<file path="src/rtl/alu_pkg.sv">
// Shared opcode, flag-index and FSM-state definitions for alu_pipe.
// ALU_MUL_EN adds the MUL state to the S1 control FSM.
package alu_pkg;

  localparam logic [3:0] OP_ADD = 4'b0000;
  localparam logic [3:0] OP_SUB = 4'b0001;
  localparam logic [3:0] OP_MUL = 4'b0010;
  localparam logic [3:0] OP_AND = 4'b1000;
  localparam logic [3:0] OP_OR  = 4'b1001;
  localparam logic [3:0] OP_XOR = 4'b1010;
  localparam logic [3:0] OP_NOT = 4'b1011;
  localparam logic [3:0] OP_SRL = 4'b1100;
  localparam logic [3:0] OP_SLL = 4'b1101;
  localparam logic [3:0] OP_ROR = 4'b1110;
  localparam logic [3:0] OP_ROL = 4'b1111;

  localparam int unsigned F_Z   = 0;
  localparam int unsigned F_N   = 1;
  localparam int unsigned F_C   = 2;
  localparam int unsigned F_V   = 3;
  localparam int unsigned F_ILL = 4;

`ifdef ALU_MUL_EN
  typedef enum logic [1:0] {ST_IDLE = 2'd0, ST_EXEC = 2'd1, ST_MUL = 2'd2} state_t;
`else
  typedef enum logic [0:0] {ST_IDLE = 1'b0, ST_EXEC = 1'b1} state_t;
`endif

endpackage

</file>
<file path="src/rtl/alu_mul_seq.sv">
// Iterative shift-add unsigned multiplier: one partial product per cycle, W cycles.
module alu_mul_seq
  import alu_pkg::*;
#(
  parameter int unsigned W = 8
) (
  input  logic           ck,
  input  logic           rst_n,
  input  logic           start,
  input  logic [W-1:0]   a,
  input  logic [W-1:0]   b,
  output logic           busy,
  output logic           done,
  output logic [2*W-1:0] prod
);

  localparam int unsigned CW = $clog2(W);
  localparam logic [CW-1:0] LAST = CW'(W - 1);

  logic [2*W-1:0] mcand;
  logic [2*W-1:0] acc;
  logic [W-1:0]   mplier;
  logic [CW-1:0]  cnt;

  // done marks the cycle whose edge performs the final iteration
  assign done = busy && (cnt == LAST);
  assign prod = acc;

  always_ff @(posedge ck or negedge rst_n) begin
    if (!rst_n) begin
      mcand  <= '0;
      acc    <= '0;
      mplier <= '0;
      cnt    <= '0;
      busy   <= 1'b0;
    end else if (start) begin
      mcand  <= {{W{1'b0}}, a};
      acc    <= '0;
      mplier <= b;
      cnt    <= '0;
      busy   <= 1'b1;
    end else if (busy) begin
      if (mplier[0]) acc <= acc + mcand;
      mcand  <= mcand << 1;
      mplier <= mplier >> 1;
      cnt    <= cnt + 1'b1;
      if (done) busy <= 1'b0;
    end
  end

endmodule

</file>
<file path="src/rtl/alu_pipe.sv">
// Two-stage valid/ready ALU with Z,N,C,V,ILL flags.
// ALU_MUL_EN enables opcode 0010 (MUL) via the alu_mul_seq iterative multiplier.
module alu_pipe
  import alu_pkg::*;
#(
  parameter int unsigned W = 8
) (
  input  logic         ck,
  input  logic         rst_n,
  input  logic         in_valid,
  output logic         in_ready,
  input  logic [3:0]   op,
  input  logic [W-1:0] a,
  input  logic [W-1:0] b,
  output logic         out_valid,
  input  logic         out_ready,
  output logic [W-1:0] o,
  output logic [4:0]   flags
);

  state_t       state, state_nxt;
  logic         rdy_en;
  logic [3:0]   s1_op;
  logic [W-1:0] s1_a, s1_b;
  logic         res_rdy, s1_move, accept, new_mul;
  logic [W-1:0] res_o;
  logic [4:0]   res_f;
  logic         c, v, ill;
  logic [W:0]   sum, diff;

`ifdef ALU_MUL_EN
  logic           mul_busy, mul_done;
  logic [2*W-1:0] mul_prod;

  alu_mul_seq #(.W(W)) u_mul (
    .ck    (ck),
    .rst_n (rst_n),
    .start (accept && new_mul),
    .a     (a),
    .b     (b),
    .busy  (mul_busy),
    .done  (mul_done),
    .prod  (mul_prod)
  );

  assign new_mul  = (op == OP_MUL);
  assign in_ready = rdy_en && !mul_busy && ((state == ST_IDLE) || s1_move);
`else
  assign new_mul  = 1'b0;
  assign in_ready = rdy_en && ((state == ST_IDLE) || s1_move);
`endif

  // EXEC means S1 holds a finished result (a MUL reaches EXEC only once done)
  assign res_rdy = (state == ST_EXEC);
  assign s1_move = res_rdy && (!out_valid || out_ready);
  assign accept  = in_valid && in_ready;

  always_comb begin
    state_nxt = state;
    case (state)
      ST_IDLE: if (accept) state_nxt = new_mul ? state_t'(2) : ST_EXEC;
      ST_EXEC: if (s1_move) begin
        if (accept) state_nxt = new_mul ? state_t'(2) : ST_EXEC;
        else        state_nxt = ST_IDLE;
      end
`ifdef ALU_MUL_EN
      ST_MUL:  if (mul_done) state_nxt = ST_EXEC;
`endif
      default: state_nxt = ST_IDLE;
    endcase
  end

  assign sum  = {1'b0, s1_a} + {1'b0, s1_b};
  assign diff = {1'b0, s1_a} - {1'b0, s1_b};

  always_comb begin
    res_o = '0;
    c     = 1'b0;
    v     = 1'b0;
    ill   = 1'b0;
    case (s1_op)
      OP_ADD: begin
        res_o = sum[W-1:0];
        c     = sum[W];
        v     = (s1_a[W-1] == s1_b[W-1]) && (sum[W-1] != s1_a[W-1]);
      end
      OP_SUB: begin
        res_o = diff[W-1:0];
        c     = diff[W];
        v     = (s1_a[W-1] != s1_b[W-1]) && (diff[W-1] != s1_a[W-1]);
      end
`ifdef ALU_MUL_EN
      OP_MUL: begin
        res_o = mul_prod[W-1:0];
        c     = |mul_prod[2*W-1:W];
      end
`endif
      OP_AND: res_o = s1_a & s1_b;
      OP_OR:  res_o = s1_a | s1_b;
      OP_XOR: res_o = s1_a ^ s1_b;
      OP_NOT: res_o = ~s1_a;
      OP_SRL: begin res_o = {1'b0, s1_a[W-1:1]};      c = s1_a[0];   end
      OP_SLL: begin res_o = {s1_a[W-2:0], 1'b0};      c = s1_a[W-1]; end
      OP_ROR: begin res_o = {s1_a[0], s1_a[W-1:1]};   c = s1_a[0];   end
      OP_ROL: begin res_o = {s1_a[W-2:0], s1_a[W-1]}; c = s1_a[W-1]; end
      default: ill = 1'b1;
    endcase
    res_f        = '0;
    res_f[F_Z]   = (res_o == '0);
    res_f[F_N]   = res_o[W-1];
    res_f[F_C]   = c;
    res_f[F_V]   = v;
    res_f[F_ILL] = ill;
  end

  always_ff @(posedge ck or negedge rst_n) begin
    if (!rst_n) begin
      state     <= ST_IDLE;
      rdy_en    <= 1'b0;
      s1_op     <= '0;
      s1_a      <= '0;
      s1_b      <= '0;
      out_valid <= 1'b0;
      o         <= '0;
      flags     <= '0;
    end else begin
      rdy_en <= 1'b1;
      state  <= state_nxt;
      if (accept) begin
        s1_op <= op;
        s1_a  <= a;
        s1_b  <= b;
      end
      if (s1_move) begin
        out_valid <= 1'b1;
        o         <= res_o;
        flags     <= res_f;
      end else if (out_ready) begin
        out_valid <= 1'b0;
      end
    end
  end

endmodule

</file>
<file path="config.mk">
export PLATFORM = sky130hd
export DESIGN_NAME = alu_pipe
export DESIGN_NICKNAME = d
export VERILOG_FILES = /design/src/rtl/alu_pkg.sv /design/src/rtl/alu_mul_seq.sv /design/src/rtl/alu_pipe.sv
export SDC_FILE = /design/constraint.sdc
export NUM_CORES = 1
export LEC_CHECK = 0
export ABC_AREA = 1
export BUFFER_PORTS_ARGS = -buffer_cell sky130_fd_sc_hd__buf_2
export CAP_MARGIN = 20
export CORE_MARGIN = 2
export CORE_UTILIZATION = 30
export CTS_BUF_LIST = sky130_fd_sc_hd__clkbuf_4
export CTS_CLUSTER_DIAMETER = 50
export DETAILED_ROUTE_END_ITERATION = 8
export PLACE_DENSITY_LB_ADDON = 0.1
export SYNTH_ARGS = -nofsm -noshare
export SYNTH_HDL_FRONTEND = slang
export SYNTH_SLANG_ARGS = --single-unit
</file>
<file path="constraint.sdc">
create_clock -name ck -period 1.8 [get_ports ck]
set_input_delay 0.09 -clock ck [delete_from_list [all_inputs] [get_ports ck]]
set_output_delay 0.09 -clock ck [all_outputs]
set_load 0.01 [all_outputs]
</file>
==> results of run 1 <==
## worst max-delay path, stage by stage (launching register included)
cell	delay, ns
dfrtp_1	0.40
inv_2	0.06
ha_4	0.16
fa_2	0.50
nand3b_1	0.09
nand2_1	0.05
nor2_1	0.09
nand2_1	0.10
nor2_1	0.17
nand2_1	0.07
nor2_1	0.10
nand3_1	0.07
nand2_1	0.05
## worst paths after layout
| check | endpoint | slack, ns | cells past startpoint |
|---|---|---|---|
| min in group asynchronous | s1_b[2] | 0.20 | 2 |
| setup / recovery | flags[0] | -0.18 | 12 |
| setup reg to reg | flags[0] | -0.18 | 12 |
| hold reg to reg | o[0] | 0.49 | 2 |
| max in group asynchronous | o[1] | 1.06 | 3 |
| hold / removal | s1_a[2] | 0.01 | 3 |
## cells in the final DEF (no fill, tap or decap), drive strengths merged, types with 2 or more instances in the layout
cell and count:
ha 24, nor3 2, buf 109, dlygate4sd3 20, o21ai 10, nand2 140
nand3 42, inv 57, fa 2, clkbuf 6, nor2 64, dfrtp 35
a21oi 28, nand4 5
## through the flow
step	setup TNS (ns)	worst slack, ns	hold slack (ns)	util, %	cell area (µm²)
finish	-0.524	-0.181	0.0112	46.3	4220
detailed placement	-1.23	-0.352	0.0633	39.3	3580
global route	-1.53	-0.376	0.00737	46.3	4220
global placement	-1.01	-0.288	0.0635	39.3	3580
CTS	-0.476	-0.186	0.00943	42.9	3900
floorplan	0	0.0123	-0.206	-	2790
## registers in the layout, indices dropped and copies added (netlist names)
signal	cells
flags	5
o	7
out_valid	1
rdy_en	1
res_rdy	1
s1_a	8
s1_b	8
s1_op	4
## area by class of cell
| class | instances | area (µm²) | share of cell area, % |
|---|---|---|---|
| inverters | 57 | 214 | 5.07 |
| clock inverters | 2 | 12.5 | 0.296 |
| flip-flops and latches | 35 | 877 | 20.8 |
| clock buffers | 6 | 45.0 | 1.07 |
| well taps | 111 | 139 | 3.29 |
| multi-input cells | 326 | 1960 | 46.5 |
| repair buffers | 129 | 972 | 23.0 |
## per-layer routing
layer | wire length [µm] | vias up
met5 | 0 | -
met4 | 248 | 0
met3 | 415 | 19
met2 | 4310 | 98
met1 | 4180 | 1468
li1 | - | 1594
## cells by family after synthesis
family          count (synthesis)  share of synthesized area, %
xor+xnor                        1                         0.317
compound gates                 44                          8.45
buf+inv                        66                          9.31
fa+ha+maj                      26                          12.3
other cells                     1                         0.135
flops                          35                          31.6
simple gates                  254                          37.8
## cell usage after synthesis
master / number / area share (%)
a21o_1: 1 / 0.27
a21oi_1: 28 / 5.1
a221oi_1: 1 / 0.32
a22oi_1: 1 / 0.27
a31oi_1: 1 / 0.23
buf_1: 3 / 0.41
buf_2: 2 / 0.36
buf_4: 2 / 0.54
clkbuf_1: 2 / 0.27
conb_1: 1 / 0.14
dfrtp_1: 35 / 32
fa_1: 2 / 1.4
ha_1: 24 / 11
inv_1: 56 / 7.6
inv_2: 1 / 0.14
nand2_1: 140 / 19
nand3_1: 42 / 7.6
nand3b_1: 1 / 0.27
nand4_1: 5 / 1.1
nor2_1: 57 / 7.7
nor2_2: 6 / 1.4
nor2_4: 1 / 0.41
nor3_1: 2 / 0.36
o21ai_0: 10 / 1.8
o22ai_1: 1 / 0.23
o31ai_1: 1 / 0.27
xor2_1: 1 / 0.32
## where the power goes
part	total (µW)	internal (µW)	leakage, µW	switching [µW]
sequential	1050	944	0.000406	104
combinational	2290	1020	0.00177	1270
clock	461	166	0.0000317	295
## timing repair
action	in CTS	in global routing
pin swaps	4	21
hold buffers	20	0
resized for setup	17	69
setup buffers	2	8
endpoints found under the setup margin	10	10
hold endpoints to repair	35	0
==> results.yml, run 1 <==
critical_path:
  cp_max_fo: 3
  startpoint_type: "flop"
  critical_path_class: "flop to flop"
  crit_start: "s1_a[0]"
  endpoint_kind: "flop"
  worstPathArrival_ns: 2.28
  critPathRequiredTime_ns: 2.10
  regToRegStartpoint: "s1_a[0]"
die:
  rows: 35
  dieArea_um2: 10000
  die_w_um: 100
  die_height_um: 100
  initial_utilization_pct: 30.4
  core-area_um2: 9110
  num_io_pins: 39
drt:
  avgViaCountPerCell: 4.77
  antenna_left: 0
  routedWlPerCell_um: 13.8
  dr.pass1.iters: 5
  drc: 0
  first_iter_violations: 226
  wirelength_um: 9160
  vias: 3179
power_and_ir_drop:
  ir_drop_v: 0.000347
  p_leak_uw: 0.00220
  power.total_uw: 3800
  p_per_area_nw_per_um2: 900
global_routing:
  grt_util_met2_pct: 31.4
  busiest_layer: "met2"
  grt_pass1_vias: 3038
  grt_use_met3_pct: 2.23
  antenna_found_initial: 0
  grt_pass1_wl_um: 14900
  grt_util_all_layers_pct: 19.0
  grt-ovfl-total: 0
  use_met1_pct: 25.9
  grt_max_degree: 42
place:
  dpl.hpwl_um: 7200
  gp_congestion: 0.959
  dp.cells: 629
  placement.io_buffers: 38
timing:
  setup_viol: 6
  rsz0062_at_grt: "true"
  fin_crit_ns: 1.98
  worst_clock_skew_ns: 0.00973
  drv_slew: 0
  layout_setup_ws_ns: -0.181
  max_freq_mhz: 505
  finalCritPeriodShare_pct: 110
  hold_viol_final: 0
clocking:
  htree_levels: 2
  cts.sinks: 35
  cts_tree: "yes"
  clockRootBuffer: "clkbuf_4"
  clock_latency_ns: 0.35
  clkTransAtPathRegs_ns: 0.12
  numCtsBuffers: 5
  clock_path_buffers: 2
worst_hold_path:
  hold_start: "a[2]"
  min_path_type: "primary input to flop"
finish:
  area_delta_synth_final_pct: 52.5
  instances_no_fill: 666
  drive_gt1_share_pct: 35.0
  n_fill_cell: 968
  fin_nets: 604
  num_antenna_cells: 0
yosys:
  yosysUniqueCellTypes: 27
  yosysWarnings: 0
  ys_seq_elements: 35
  avgSynthCellArea_um2: 6.48
  synth_area_um2: 2770
  synth_cells: 427
  yosysSeqAreaShare_pct: 31.6
  synth_fp_nets: 477
job:
  max-cap-violations: 0
run_status:
  status: "finished with violations"
  violations: "setup timing"
Power figures use the tool's default switching activity.
==> run 2: changes to the inputs <==
--- a/config.mk
+++ b/config.mk
@@ -6,13 +6,15 @@
 export NUM_CORES = 1
 export LEC_CHECK = 0
 export ABC_AREA = 1
+export ABC_CLOCK_PERIOD_IN_PS = 1800
 export BUFFER_PORTS_ARGS = -buffer_cell sky130_fd_sc_hd__buf_2
-export CAP_MARGIN = 20
+export CAP_MARGIN = 0
 export CORE_MARGIN = 2
 export CORE_UTILIZATION = 30
 export CTS_BUF_LIST = sky130_fd_sc_hd__clkbuf_4
 export CTS_CLUSTER_DIAMETER = 50
 export DETAILED_ROUTE_END_ITERATION = 8
+export HOLD_SLACK_MARGIN = 0.02
 export PLACE_DENSITY_LB_ADDON = 0.1
 export SYNTH_ARGS = -nofsm -noshare
 export SYNTH_HDL_FRONTEND = slang
==> run 2 against run 1 <==
  * Register-to-register slack about the same
  * Clock power about the same
  * Maximum frequency about the same
  * The flow still finishes with violations (setup timing)
  * Design area up 0.50%
  * Hold slack better by 0.18 ns
  * Routed wire length up 0.45%
  * Critical endpoint unchanged
  * Largest power group unchanged
  * Combinational power about the same
  * Die area unchanged
  * Count of clock-buffer cells in the layout unchanged
==> results.yml, run 2 (synthesis results as in run 1) <==
run_status:
  status: "finished with violations"
  violations: "setup timing"
clocking:
  htree_levels: 2
  numCtsBuffers: 5
  cts_tree: "yes"
  clock_latency_ns: 0.35
  clkTransAtPathRegs_ns: 0.12
  clock_path_buffers: 2
  cts.sinks: 35
  clockRootBuffer: "clkbuf_4"
drt:
  dr.pass1.iters: 5
  first_iter_violations: 207
  wirelength_um: 9200
  vias: 3140
  routedWlPerCell_um: 13.8
  drc: 0
  avgViaCountPerCell: 4.70
  antenna_left: 0
place:
  placement.io_buffers: 38
  dpl.hpwl_um: 7200
  place_area_um2: 3580
  gp_congestion: 0.959
finish:
  final_common_cell: "nand2_1"
  fin_area_um2: 4240
  layout_common_cells: "nand2_1 (123), buf_4 (66), inv_1 (46)"
  n_fill_cell: 969
  fin_nets: 606
  area_delta_synth_final_pct: 53.3
  fin_util_pct: 46.6
  largestRegisters: "s1_a: 8 flops, s1_b: 8 flops, o: 7 flops"
  drive_gt1_share_pct: 35.0
  num_antenna_cells: 0
critical_path:
  worstPathArrival_ns: 2.28
  cp_max_fo: 3
  critPathRequiredTime_ns: 2.10
  r2r_slack_ns: -0.18
  endpoint_kind: "flop"
  critical_path_class: "flop to flop"
  startpoint_type: "flop"
global_routing:
  grt_max_degree: 42
  grt_util_all_layers_pct: 19.0
  grt_use_met3_pct: 2.23
  busiest_layer: "met2"
  antenna_found_initial: 0
  grt_pass1_wl_um: 15000
  grt_util_met2_pct: 31.6
  grt_pass1_vias: 3058
  use_met1_pct: 26.0
  grt-ovfl-total: 0
timing:
  setup_viol: 6
  rsz0062_at_grt: "true"
  worst_clock_skew_ns: 0.0119
  hold_viol_final: 0
  whs_ns: 0.194
  layout_setup_ws_ns: -0.181
  finalCritPeriodShare_pct: 110
  max_freq_mhz: 505
  drv_slew: 0
  fin_crit_ns: 1.98
die:
  rows: 35
  die_w_um: 100
  num_io_pins: 39
  die_height_um: 100
  core-area_um2: 9110
  initial_utilization_pct: 30.4
  dieArea_um2: 10000
power_and_ir_drop:
  p_leak_uw: 0.00221
  ir_drop_v: 0.000348
  power.total_uw: 3800
  p_per_area_nw_per_um2: 896
worst_hold_path:
  min_path_type: "primary input to flop"
job:
  max-cap-violations: 0
-- run 2: changes by cell type in the layout (fill, tap and decap cells not counted) --
cell	delta
dlygate4sd3_1	+2
dfrtp_2	+1
dfrtp_1	-1
-- run 2: final timing paths --
path / start / cells past startpoint / endpoint
max: s1_a[0] / 12 / flags[0]
min: in_valid / 4 / res_rdy
max reg2reg: s1_a[0] / 12 / flags[0]
min reg2reg: o[0] / 2 / o[0]
max in group asynchronous: rst_n / 3 / o[1]
min in group asynchronous: rst_n / 2 / s1_b[2]
-- run 2: repair_timing --
action / CTS / global route
gates resized for setup: 17 / 70
hold endpoints to repair: 38 / 0
hold buffers: 22 / 0
setup buffers: 2 / 8
endpoints found under the setup margin: 10 / 10
pin swaps: 4 / 21
-- run 2: layer usage --
| metal | wire [µm] | vias to the layer above | part of all wire [%] |
|---|---|---|---|
| met5 | 0 | - | 0 |
| met4 | 225 | 0 | 2.4 |
| met3 | 367 | 16 | 4.0 |
| met2 | 4410 | 75 | 48 |
| met1 | 4200 | 1452 | 46 |
| li1 | - | 1597 | - |
-- run 2: report_power, final --
group | switching, µW | total, µW | internal [µW]
registers | 104 | 1050 | 945
logic | 1270 | 2290 | 1020
clock network | 294 | 460 | 166
-- run 2: cell type report --
| cell class | instances | area, µm² | share of cell area (%) |
|---|---|---|---|
| multi-input combinational | 326 | 1960 | 46.2 |
| tap | 111 | 139 | 3.27 |
| clock inverter | 2 | 12.5 | 0.295 |
| sequential | 35 | 878 | 20.7 |
| inverter | 57 | 214 | 5.04 |
| clock buffer | 6 | 45.0 | 1.06 |
| timing repair buffer | 131 | 992 | 23.4 |
-- run 2: critical path, stage by stage (launching register included) --
cell	delay, ns
dfrtp_1	0.40
inv_2	0.06
ha_4	0.16
fa_2	0.50
nand3b_1	0.09
nand2_1	0.05
nor2_1	0.09
nand2_1	0.10
nor2_1	0.17
nand2_1	0.07
nor2_1	0.10
nand3_1	0.07
nand2_1	0.05
-- run 2: stage by stage --
step | worst slack [ns] | setup TNS [ns] | instances
after floorplan | 0.0123 | 0 | 427
after global placement | -0.288 | -1.01 | 629
after detailed placement | -0.352 | -1.23 | 629
after CTS | -0.186 | -0.476 | 660
after global routing | -0.377 | -1.53 | 668
final | -0.181 | -0.512 | 668
